**src/rtl/uart_pkg.sv**
```systemverilog
// Shared definitions for the UART receive path: FSM state encoding,
// baud-rate table and the bit-time helper used by the bit timer.
package uart_pkg;

  typedef enum logic [2:0] {
    IDLE   = 3'd0,
    START  = 3'd1,
    DATA   = 3'd2,
    PARITY = 3'd3,
    STOP   = 3'd4
  } rx_state_e;

  // Width of a bit-time count; 300 baud at 100 MHz needs 333333 clocks.
  localparam int BIT_CNT_W = 19;

  // Parity sense as seen on the ohel input.
  localparam logic PAR_EVEN = 1'b0;
  localparam logic PAR_ODD  = 1'b1;

  // Rate select codes 11..15 all map to the fastest rate.
  localparam int unsigned BAUD_RATE [0:15] = '{
    300, 1200, 2400, 4800, 9600, 19200, 38400, 57600,
    115200, 230400, 460800, 921600, 921600, 921600, 921600, 921600
  };

  // Clocks per bit, truncated.
  function automatic logic [BIT_CNT_W-1:0] bit_count(input int unsigned clk_hz,
                                                     input logic [3:0]  baud);
    int unsigned n;
    n = clk_hz / BAUD_RATE[baud];
    return n[BIT_CNT_W-1:0];
  endfunction

endpackage

```
**src/rtl/uart_rx_bit_timer.sv**
```systemverilog
// Sample-point timer for the UART receiver. A load on start arms the counter
// for half a bit time so the first tick lands mid-start-bit; every later tick
// follows one full bit time after the previous one.
module uart_rx_bit_timer
  import uart_pkg::*;
#(
  parameter int unsigned CLK_HZ = 100_000_000
) (
  input  logic       clk,
  input  logic       rst,
  input  logic       start,
  input  logic [3:0] baud,
  input  logic       enable,
  output logic       tick
);

  logic [BIT_CNT_W-1:0] n_tab [16];
  logic [BIT_CNT_W-1:0] n_full;
  logic [BIT_CNT_W-1:0] n_half;
  logic [BIT_CNT_W-1:0] cnt_q;
  logic [BIT_CNT_W-1:0] cnt_d;

  // Constant table of bit times, one entry per rate code.
  always_comb begin
    for (int i = 0; i < 16; i++) begin
      n_tab[i] = bit_count(CLK_HZ, 4'(i));
    end
  end

  assign n_full = n_tab[baud];
  assign n_half = n_full >> 1;

  // Terminal count of the down-counter marks a sample point.
  assign tick = enable & ~start & (cnt_q == '0);

  // Next counter value: load half bit on start, reload full bit at terminal count.
  always_comb begin
    cnt_d = cnt_q;
    if (start) begin
      cnt_d = n_half - 19'd1;
    end else if (enable) begin
      if (cnt_q == '0) cnt_d = n_full - 19'd1;
      else             cnt_d = cnt_q - 19'd1;
    end
  end

  // Counter register.
  always_ff @(posedge clk or negedge rst) begin
    if (!rst) cnt_q <= '0;
    else      cnt_q <= cnt_d;
  end

endmodule

```
**src/rtl/uart_rx_engine.sv**
```systemverilog
// UART receive engine: synchronises Rx, frames start/data/parity/stop bits,
// and holds the received byte with parity, framing and overrun flags until
// the host strobes clr_rdy.
// Build option RX_MAJORITY_EN: each sample becomes a 2-of-3 vote over
// mid-1, mid and mid+1, which delays every decision by one clock.
//
// state  | meaning
// IDLE   | line idle, waiting for a falling edge
// START  | waiting for mid start bit to confirm the start
// DATA   | sampling 7 or 8 data bits, LSB first
// PARITY | sampling the parity bit
// STOP   | sampling the stop bit, then straight back to IDLE
module uart_rx_engine
  import uart_pkg::*;
#(
  parameter int unsigned CLK_HZ = 100_000_000
) (
  input  logic       clk,
  input  logic       rst,
  input  logic       Rx,
  input  logic       eight,
  input  logic       pen,
  input  logic       ohel,
  input  logic [3:0] baud,
  input  logic       clr_rdy,
  output logic [7:0] rx_data,
  output logic       RxRdy,
  output logic       perr,
  output logic       ferr,
  output logic       ovf
);

  logic rx_s1_q, rx_s2_q, rx_s3_q;
  logic fall;
  logic tick;
  logic samp_stb;
  logic samp_bit;

  rx_state_e  state_q, state_d;
  logic [2:0] bit_idx_q, bit_idx_d;
  logic [2:0] last_idx;
  logic [7:0] shreg_q, shreg_d;
  logic       perr_pend_q, perr_pend_d;
  logic       eight_q, eight_d;
  logic       pen_q, pen_d;
  logic       ohel_q, ohel_d;
  logic [3:0] baud_q, baud_d;
  logic       start_tmr;
  logic       done;

  logic [7:0] rx_data_q, rx_data_d;
  logic       rdy_q, rdy_d;
  logic       perr_q, perr_d;
  logic       ferr_q, ferr_d;
  logic       ovf_q, ovf_d;

  // Two-flop synchroniser plus one history flop for edge detection; idle high.
  always_ff @(posedge clk or negedge rst) begin
    if (!rst) begin
      rx_s1_q <= 1'b1;
      rx_s2_q <= 1'b1;
      rx_s3_q <= 1'b1;
    end else begin
      rx_s1_q <= Rx;
      rx_s2_q <= rx_s1_q;
      rx_s3_q <= rx_s2_q;
    end
  end

  assign fall = rx_s3_q & ~rx_s2_q;

`ifdef RX_MAJORITY_EN
  logic rx_s4_q;
  logic tick_d_q;

  // Extra history and delayed tick so the vote can include mid+1.
  always_ff @(posedge clk or negedge rst) begin
    if (!rst) begin
      rx_s4_q  <= 1'b1;
      tick_d_q <= 1'b0;
    end else begin
      rx_s4_q  <= rx_s3_q;
      tick_d_q <= tick;
    end
  end

  assign samp_stb = tick_d_q;
  assign samp_bit = (rx_s2_q & rx_s3_q) | (rx_s2_q & rx_s4_q) | (rx_s3_q & rx_s4_q);
`else
  assign samp_stb = tick;
  assign samp_bit = rx_s2_q;
`endif

  uart_rx_bit_timer #(
    .CLK_HZ (CLK_HZ)
  ) u_bit_timer (
    .clk    (clk),
    .rst    (rst),
    .start  (start_tmr),
    .baud   (start_tmr ? baud : baud_q),
    .enable (state_q != IDLE),
    .tick   (tick)
  );

  assign last_idx = eight_q ? 3'd7 : 3'd6;

  // Frame FSM: next state, shift register, frame config latch.
  always_comb begin
    state_d     = state_q;
    bit_idx_d   = bit_idx_q;
    shreg_d     = shreg_q;
    perr_pend_d = perr_pend_q;
    eight_d     = eight_q;
    pen_d       = pen_q;
    ohel_d      = ohel_q;
    baud_d      = baud_q;
    start_tmr   = 1'b0;
    done        = 1'b0;
    case (state_q)
      IDLE: begin
        if (fall) begin
          state_d   = START;
          start_tmr = 1'b1;
          eight_d   = eight;
          pen_d     = pen;
          ohel_d    = ohel;
          baud_d    = baud;
        end
      end
      START: begin
        if (samp_stb) begin
          if (samp_bit) begin
            state_d = IDLE;
          end else begin
            state_d     = DATA;
            bit_idx_d   = 3'd0;
            shreg_d     = 8'h00;
            perr_pend_d = 1'b0;
          end
        end
      end
      DATA: begin
        if (samp_stb) begin
          shreg_d[bit_idx_q] = samp_bit;
          if (bit_idx_q == last_idx) state_d = pen_q ? PARITY : STOP;
          else                       bit_idx_d = bit_idx_q + 3'd1;
        end
      end
      PARITY: begin
        if (samp_stb) begin
          perr_pend_d = (^shreg_q ^ samp_bit) != ohel_q;
          state_d     = STOP;
        end
      end
      STOP: begin
        if (samp_stb) begin
          done    = 1'b1;
          state_d = IDLE;
        end
      end
      default: state_d = IDLE;
    endcase
  end

  // FSM and frame-context registers.
  always_ff @(posedge clk or negedge rst) begin
    if (!rst) begin
      state_q     <= IDLE;
      bit_idx_q   <= 3'd0;
      shreg_q     <= 8'h00;
      perr_pend_q <= 1'b0;
      eight_q     <= 1'b1;
      pen_q       <= 1'b0;
      ohel_q      <= PAR_EVEN;
      baud_q      <= 4'd0;
    end else begin
      state_q     <= state_d;
      bit_idx_q   <= bit_idx_d;
      shreg_q     <= shreg_d;
      perr_pend_q <= perr_pend_d;
      eight_q     <= eight_d;
      pen_q       <= pen_d;
      ohel_q      <= ohel_d;
      baud_q      <= baud_d;
    end
  end

  // Host-facing holding registers; a completing frame beats a same-cycle clear.
  always_comb begin
    rx_data_d = rx_data_q;
    rdy_d     = rdy_q;
    perr_d    = perr_q;
    ferr_d    = ferr_q;
    ovf_d     = ovf_q;
    if (done) begin
      rx_data_d = shreg_q;
      rdy_d     = 1'b1;
      perr_d    = perr_pend_q;
      ferr_d    = ~samp_bit;
      ovf_d     = rdy_q & ~clr_rdy;
    end else if (clr_rdy) begin
      rdy_d  = 1'b0;
      perr_d = 1'b0;
      ferr_d = 1'b0;
      ovf_d  = 1'b0;
    end
  end

  // Output registers.
  always_ff @(posedge clk or negedge rst) begin
    if (!rst) begin
      rx_data_q <= 8'h00;
      rdy_q     <= 1'b0;
      perr_q    <= 1'b0;
      ferr_q    <= 1'b0;
      ovf_q     <= 1'b0;
    end else begin
      rx_data_q <= rx_data_d;
      rdy_q     <= rdy_d;
      perr_q    <= perr_d;
      ferr_q    <= ferr_d;
      ovf_q     <= ovf_d;
    end
  end

  assign rx_data = rx_data_q;
  assign RxRdy   = rdy_q;
  assign perr    = perr_q;
  assign ferr    = ferr_q;
  assign ovf     = ovf_q;

endmodule

```
**config.mk**
```make
export PLATFORM = sky130hd
export DESIGN_NAME = uart_rx_engine
export DESIGN_NICKNAME = d
export VERILOG_FILES = /design/src/rtl/uart_pkg.sv /design/src/rtl/uart_rx_bit_timer.sv /design/src/rtl/uart_rx_engine.sv
export SDC_FILE = /design/constraint.sdc
export NUM_CORES = 1
export LEC_CHECK = 0
export ABC_AREA = 1
export CELL_PAD_IN_SITES_DETAIL_PLACEMENT = 0
export CELL_PAD_IN_SITES_GLOBAL_PLACEMENT = 2
export CORE_MARGIN = 5
export CORE_UTILIZATION = 37
export DETAILED_ROUTE_END_ITERATION = 10
export PLACE_DENSITY = 0.86
export SYNTH_ARGS = -nofsm -noshare
export SYNTH_HDL_FRONTEND = slang
export SYNTH_SLANG_ARGS = --single-unit
```
**constraint.sdc**
```tcl
create_clock -name clk -period 5.7 [get_ports clk]
set_input_delay 0.57 -clock clk [delete_from_list [all_inputs] [get_ports clk]]
set_output_delay 0.57 -clock clk [all_outputs]
set_load 0.01 [all_outputs]
```
==> results.toml, run 1 <==
[drt]
drt_pre_antenna_iters = 4
drtIter0Drc = 280
drt-total-wl_mm = 10.8
via_per_inst = 5.02
ant_nets = 0
drc = 0
via_count = 3647
wire_per_inst_um = 14.8

[yosys]
synth.avg_cell_area_um2 = 7.06
synthCells = 573
yosysTopAreaCellShare = 0.322
yosys-top-cells-count = "nand2_1 (165), inv_1 (65), nand3_1 (64), dfrtp_1 (52), nor2_1 (41)"
synthTopCellsByArea = "dfrtp_1 (32%), nand2_1 (15%), nand3_1 (7.9%)"
synth.distinct_cells = 39
yosys_warnings = 0
yosysSeqAreaShare = 0.348
syn_area_um2 = 4040
synth_enable_flop_cells = 0
synth_nets = 594
async_reset_ff_frac = 1.00
synth_most_common_cell = "nand2_1"
synthFlopType = "dfrtp_1"
ys_ff_latch = 56
netlist.top_cell.by_area = "dfrtp_1"

[critical_path]
worstPathBufferInverterCount = 3
reg2reg_depth = 22
cp_slowest_cell = "dfstp_2"
slowest_delay_ns = 0.54
cp_max_fo = 21
endpoint = "u_bit_timer.cnt_q[16]"
path_depth = 22
cp_common_cell = "nand2_1"
r2r_start = "rx_s3_q"
critPathRequiredTime_ns = 5.96
cp_top_family = "simple AND/OR/NAND/NOR gates"
path_class = "reg -> reg"
worst_setup_path_end_kind = "register"
cp-start-kind = "register"
cp_data_arrival_time_ns = 4.13
rr_endpoint = "u_bit_timer.cnt_q[16]"
reg2reg_slack_ns = 1.84
critPathLaunch = "rx_s3_q"
path_cells = "inv_1 -> nor2_4 -> nand3_2 -> nand2_1 -> nand2_1 -> ha_1 -> ha_1 -> or2_2 -> nand2_1 -> nand2_1 -> nand2_1 -> inv_1 -> ha_1 -> inv_1 -> nor2_4 -> nand3_2 -> nand2_2 -> nand3_1 -> nand2_1 -> nand2_1 -> nand2_1 -> nand2_1"

[power]
ir_drop_mv = 0.169
p_leak_nw = 2.10
power.density_nw_per_um2 = 499

[sta]
max_slew.worst_pin.slew_ns = 0.802
rsz0062_at_grt = "no"
tns_ns = 0
hold_violations = 0
fmaxAchievable_mhz = 259
setup_violations = 0
relSlewSlack = 0.465
maxSlewViolCount = 0
fin_crit_sh = 0.678
clock_skew_ns = 0.00758
period_minus_slack_ns = 3.86

[placement]
place_inst = 719
numPortBuffers = 22
place.gp.congestion = 0.798
hpwlAfterDp_mm = 7.89

[final_layout]
insertedDiodeCount = 0
nNetsFinal = 607
drive_above_1_share = 0.102
fin_util = 0.412
syn_to_final_growth_pct = 9.87
num-fill-cells = 1140
stdcell_count = 727

[die]
initial_core_util = 0.375
ioPinCount = 23
die_area_um2 = 13100
fp.coreArea_um2 = 10800
die_height_um = 115
row_count = 38
die_w_um = 115

[clock_network]
cts_setup_buffers = 0
cts.clk_slew.worst_paths_ns = 0.10
htree_num_levels = 2
numClockSinks = 56
cts_tree = "done"
clk_latency_ns = 0.32
cts.repair.resized = 0
root_buffer = "clkbuf_8"
hold_buffers = 0
cts.path.max_buffers = 2
numCtsBuffers = 5

[outcome]
status = "finished clean"

[grt]
antenna_found_initial = 0
grt_pass1_wl_mm = 18.5
overflow = 0
grt_pass1_vias = 3637
track_usage = 0.175
grt_max_degree = 57

[run]
max_cap_violations = 0

[min_path]
hold_path_class = "in -> async"
## cell families (layout without fill, tap and decap cells)
group,after synthesis,count (layout),synth area share
xor+xnor,12,12,0.0260
flops,56,56,0.348
simple gates,333,333,0.395
buf+inv,91,105,0.0987
fa+ha+maj,10,10,0.0309
compound gates,71,71,0.102
## placed cells by master, fill, tap and decap left out, types with 7 or more instances in the layout
cell / instances
a211oi_1: 7
a21oi_1: 15
clkdlybuf4s50_1: 21
dfrtp_1: 52
ha_1: 10
inv_1: 65
nand2_1: 165
nand2_2: 10
nand3_1: 64
nand3_2: 8
nand4_1: 23
nor2_1: 41
nor2_4: 7
o21ai_0: 29
xnor2_1: 8
## worst register-to-register path: cells and delay by family (launching register included)
family                     cells  cell delay [ns]
adders and majority gates      3             0.79
buffers and inverters          3             0.22
DFF                            1             0.54
and+or+nand+nor               16             2.28
## cell type report
type | count | area [um2] | area share
Tap cell | 140 | 175 | 0.0394
Timing Repair Buffer | 26 | 245 | 0.0552
Clock inverter | 2 | 38.8 | 0.00873
Sequential cell | 56 | 1410 | 0.317
Clock buffer | 6 | 72.6 | 0.0163
Multi-Input combinational cell | 426 | 2240 | 0.504
Inverter | 71 | 267 | 0.0600
## through the flow
step	instance area (um2)	hold WS [ns]	setup slack, ns	power, mW
after floorplan	4040	0.274	2.53	1.67
after global placement	4330	0.347	2.05	1.93
after detailed placement	4330	0.349	1.90	1.93
after CTS	4440	0.369	1.87	2.23
after global routing	4440	0.372	1.49	2.45
final	4440	0.367	1.84	2.22
## registers in the layout (all words and copies together), names as in the netlist
register           cells
RxRdy                  1
baud_q                 4
bit_idx_q              3
eight_q                1
ferr                   1
ohel_q                 1
ovf                    1
pen_q                  1
perr                   1
perr_pend_q            1
rx_data                8
rx_s1_q                1
rx_s2_q                1
rx_s3_q                1
shreg_q                8
state_q                3
u_bit_timer.cnt_q     19
## power by group
part           total [mW]  internal (mW)  switching [mW]
logic                1.35          0.420           0.926
registers           0.592          0.507          0.0852
clock network       0.279          0.133           0.146
## worst min-delay path by stage
stage	from	end	slack [ns]
2_1_floorplan	rst	RxRdy	0.27
3_3_place_gp	rx_s1_q	rx_s2_q	0.35
3_5_place_dp	rx_s1_q	rx_s2_q	0.35
4_1_cts	rx_s1_q	rx_s2_q	0.37
5_1_grt	rx_s1_q	rx_s2_q	0.37
6_report	rst	state_q[0]	0.37
## layer usage
layer  wire length [um]  track usage  share of wire
met1               5560        0.262           0.52
met2               4760        0.268           0.44
met3                376       0.0248          0.035
met4                 86       0.0348         0.0080
met5                  0            0              0
Power figures use the tool's default switching activity.
==> run 2, diff against run 1 <==
--- a/config.mk
+++ b/config.mk
@@ -9,9 +9,9 @@
 export CELL_PAD_IN_SITES_DETAIL_PLACEMENT = 0
 export CELL_PAD_IN_SITES_GLOBAL_PLACEMENT = 2
 export CORE_MARGIN = 5
-export CORE_UTILIZATION = 37
+export CORE_UTILIZATION = 31
 export DETAILED_ROUTE_END_ITERATION = 10
-export PLACE_DENSITY = 0.86
+export PLACE_DENSITY = 0.77
 export SYNTH_ARGS = -nofsm -noshare
 export SYNTH_HDL_FRONTEND = slang
 export SYNTH_SLANG_ARGS = --single-unit
==> constraint.sdc (replaced) <==
create_clock -name clk -period 3.5 [get_ports clk]
set_input_delay 0.35 -clock clk [delete_from_list [all_inputs] [get_ports clk]]
set_output_delay 0.35 -clock clk [all_outputs]
set_load 0.01 [all_outputs]
==> run 2 against run 1 <==
Sequential cell count is the same. Register-to-register slack lost 1.5 ns. Via count grew 0.44%. Largest cell class unchanged. Clock skew grew 0.0055 ns. Power grew 70%. Hold slack lost 0.27 ns. Combinational power grew 67%.
==> results.toml, run 2 (synthesis results as in run 1) <==
[sta]
setup_violations = 0
maxSlewViolCount = 0
period_minus_slack_ns = 3.18
hold_violations = 0
final.setup.worst_slack_ns = 0.318
relSlewSlack = 0.491
fmaxAchievable_mhz = 314
clock_skew_ns = 0.0130
max_slew.worst_pin.slew_ns = 0.763
fin_crit_sh = 0.909

[drt]
drt_pre_antenna_iters = 5
via_per_inst = 4.78
drc = 0
drt-total-wl_mm = 11.0
via_count = 3663
drtIter0Drc = 263
wire_per_inst_um = 14.3
ant_nets = 0

[placement]
numPortBuffers = 22
place_ws_ns = 0.188
place.gp.congestion = 0.885
hpwlAfterDp_mm = 8.37

[critical_path]
reg2reg_slack_ns = 0.32
cp-start-kind = "register"
cp_max_fo = 12
rr_endpoint = "u_bit_timer.cnt_q[16]"
cp_data_arrival_time_ns = 3.43
critPathRequiredTime_ns = 3.75
reg2reg_depth = 22
r2r_start = "rx_s3_q"
worst_setup_path_end_kind = "register"
path_class = "reg -> reg"

[clock_network]
cts.path.max_buffers = 2
cts_tree = "done"
numClockSinks = 56
clk_latency_ns = 0.31
root_buffer = "clkbuf_16"
numCtsBuffers = 5
htree_num_levels = 2
cts.clk_slew.worst_paths_ns = 0.09

[die]
die_area_um2 = 15400
ioPinCount = 23
die_height_um = 124
fp.coreArea_um2 = 12700
initial_core_util = 0.318
row_count = 41
die_w_um = 124

[power]
p_leak_nw = 2.17
ir_drop_mv = 0.209
power.density_nw_per_um2 = 816

[final_layout]
drive_above_1_share = 0.119
nNetsFinal = 615
layout_commonest_cell = "nand2_1"
largest_reg_flops = 19
insertedDiodeCount = 0
syn_to_final_growth_pct = 14.1
fin_util = 0.363
final_cell_mix = "nand2_1 (164), inv_1 (65), nand3_1 (64)"
top_register = "u_bit_timer.cnt_q"

[grt]
antenna_found_initial = 0
grt_pass1_vias = 3476
grt_max_degree = 32
track_usage = 0.144
overflow = 0
grt_pass1_wl_mm = 18.4

[min_path]
hold_path_class = "in -> async"

[outcome]
status = "finished clean"

[run]
max_cap_violations = 0
run 2: cell types whose count changed in the layout (fill, tap and decap cells not counted), sizes merged:
cell / before / now
buf: 5 / 13
bufinv: 1 / 0
clkbuf: 6 / 5
clkinv: 1 / 3
run 2: how the worst max path moves through the flow:
stage | from | end | cells past startpoint
6_report | rx_s3_q | u_bit_timer.cnt_q[16] | 22
5_1_grt | rx_s3_q | u_bit_timer.cnt_q[16] | 22
4_1_cts | rx_s3_q | u_bit_timer.cnt_q[16] | 22
3_5_place_dp | rx_s3_q | u_bit_timer.cnt_q[16] | 22
3_3_place_gp | baud[1] | u_bit_timer.cnt_q[16] | 20
2_1_floorplan | rx_s3_q | u_bit_timer.cnt_q[12] | 23
run 2: critical path, cell delays in order, from the launching register on:
cell and delay (ns):
dfstp_2 0.53, inv_1 0.06, nor2_4 0.17, nand3_2 0.14, nand2_1 0.10, nand2_1 0.14, ha_4 0.29, ha_1 0.20
or2_2 0.31, nand2_1 0.07, nand2_1 0.05, nand2_1 0.13, inv_1 0.06, ha_1 0.20, inv_1 0.09, nor2_4 0.05
nand3_2 0.11, nand2_4 0.11, nand3_1 0.09, nand2_1 0.05, nand2_1 0.06, nand2_1 0.04, nand2_1 0.06
run 2: routing by layer:
layer,vias to the layer above,routed length (um),part of all wire,global-route usage
li1,1906,-,-,-
met1,1684,5730,0.52,0.218
met2,65,4690,0.43,0.212
met3,8,441,0.040,0.0244
met4,0,123,0.011,0.0387
met5,-,0,0,0
run 2: area by class of cell:
type / instances / area [um2]
fill: 1423 / 8110
multi-input combinational: 426 / 2260
sequential: 56 / 1410
timing repair buffer: 34 / 305
inverter: 71 / 267
tap: 172 / 215
clock buffer: 5 / 125
clock inverter: 3 / 33.8
run 2: power breakdown:
group | switching (mW) | total (mW) | internal (mW)
clock | 0.274 | 0.551 | 0.277
sequential | 0.136 | 0.962 | 0.826
combinational | 1.53 | 2.25 | 0.727
total | 1.94 | 3.77 | 1.83
run 2: repair_timing:
| item | CTS | global route |
|---|---|---|
| buffers inserted | 0 | 3 |
| gates resized for setup | 0 | 4 |
| setup endpoints to repair | 0 | 9 |
| hold buffers | 0 | 0 |
run 2: per-stage QoR:
stage | area (um2) | TNS (ns) | power (mW) | hold WS [ns] | std cells
6_report | 4620 | 0 | 3.77 | 0.0951 | 767
5_1_grt | 4620 | -0.0129 | 4.16 | 0.159 | 767
4_1_cts | 4570 | 0 | 3.77 | 0.108 | 764
3_5_place_dp | 4410 | 0 | 3.19 | 0.349 | 756
3_3_place_gp | 4410 | 0 | 3.20 | 0.351 | 756
2_1_floorplan | 4040 | 0 | 2.72 | 0.0544 | 573
==> run 3, diff against run 2 <==
--- a/config.mk
+++ b/config.mk
@@ -11,6 +11,7 @@
 export CORE_MARGIN = 5
 export CORE_UTILIZATION = 31
 export DETAILED_ROUTE_END_ITERATION = 10
+export HOLD_SLACK_MARGIN = 0.05
 export PLACE_DENSITY = 0.77
 export SYNTH_ARGS = -nofsm -noshare
 export SYNTH_HDL_FRONTEND = slang
==> results of run 3 <==
The final DEF is identical to that of run 2; final timing and power are the same.
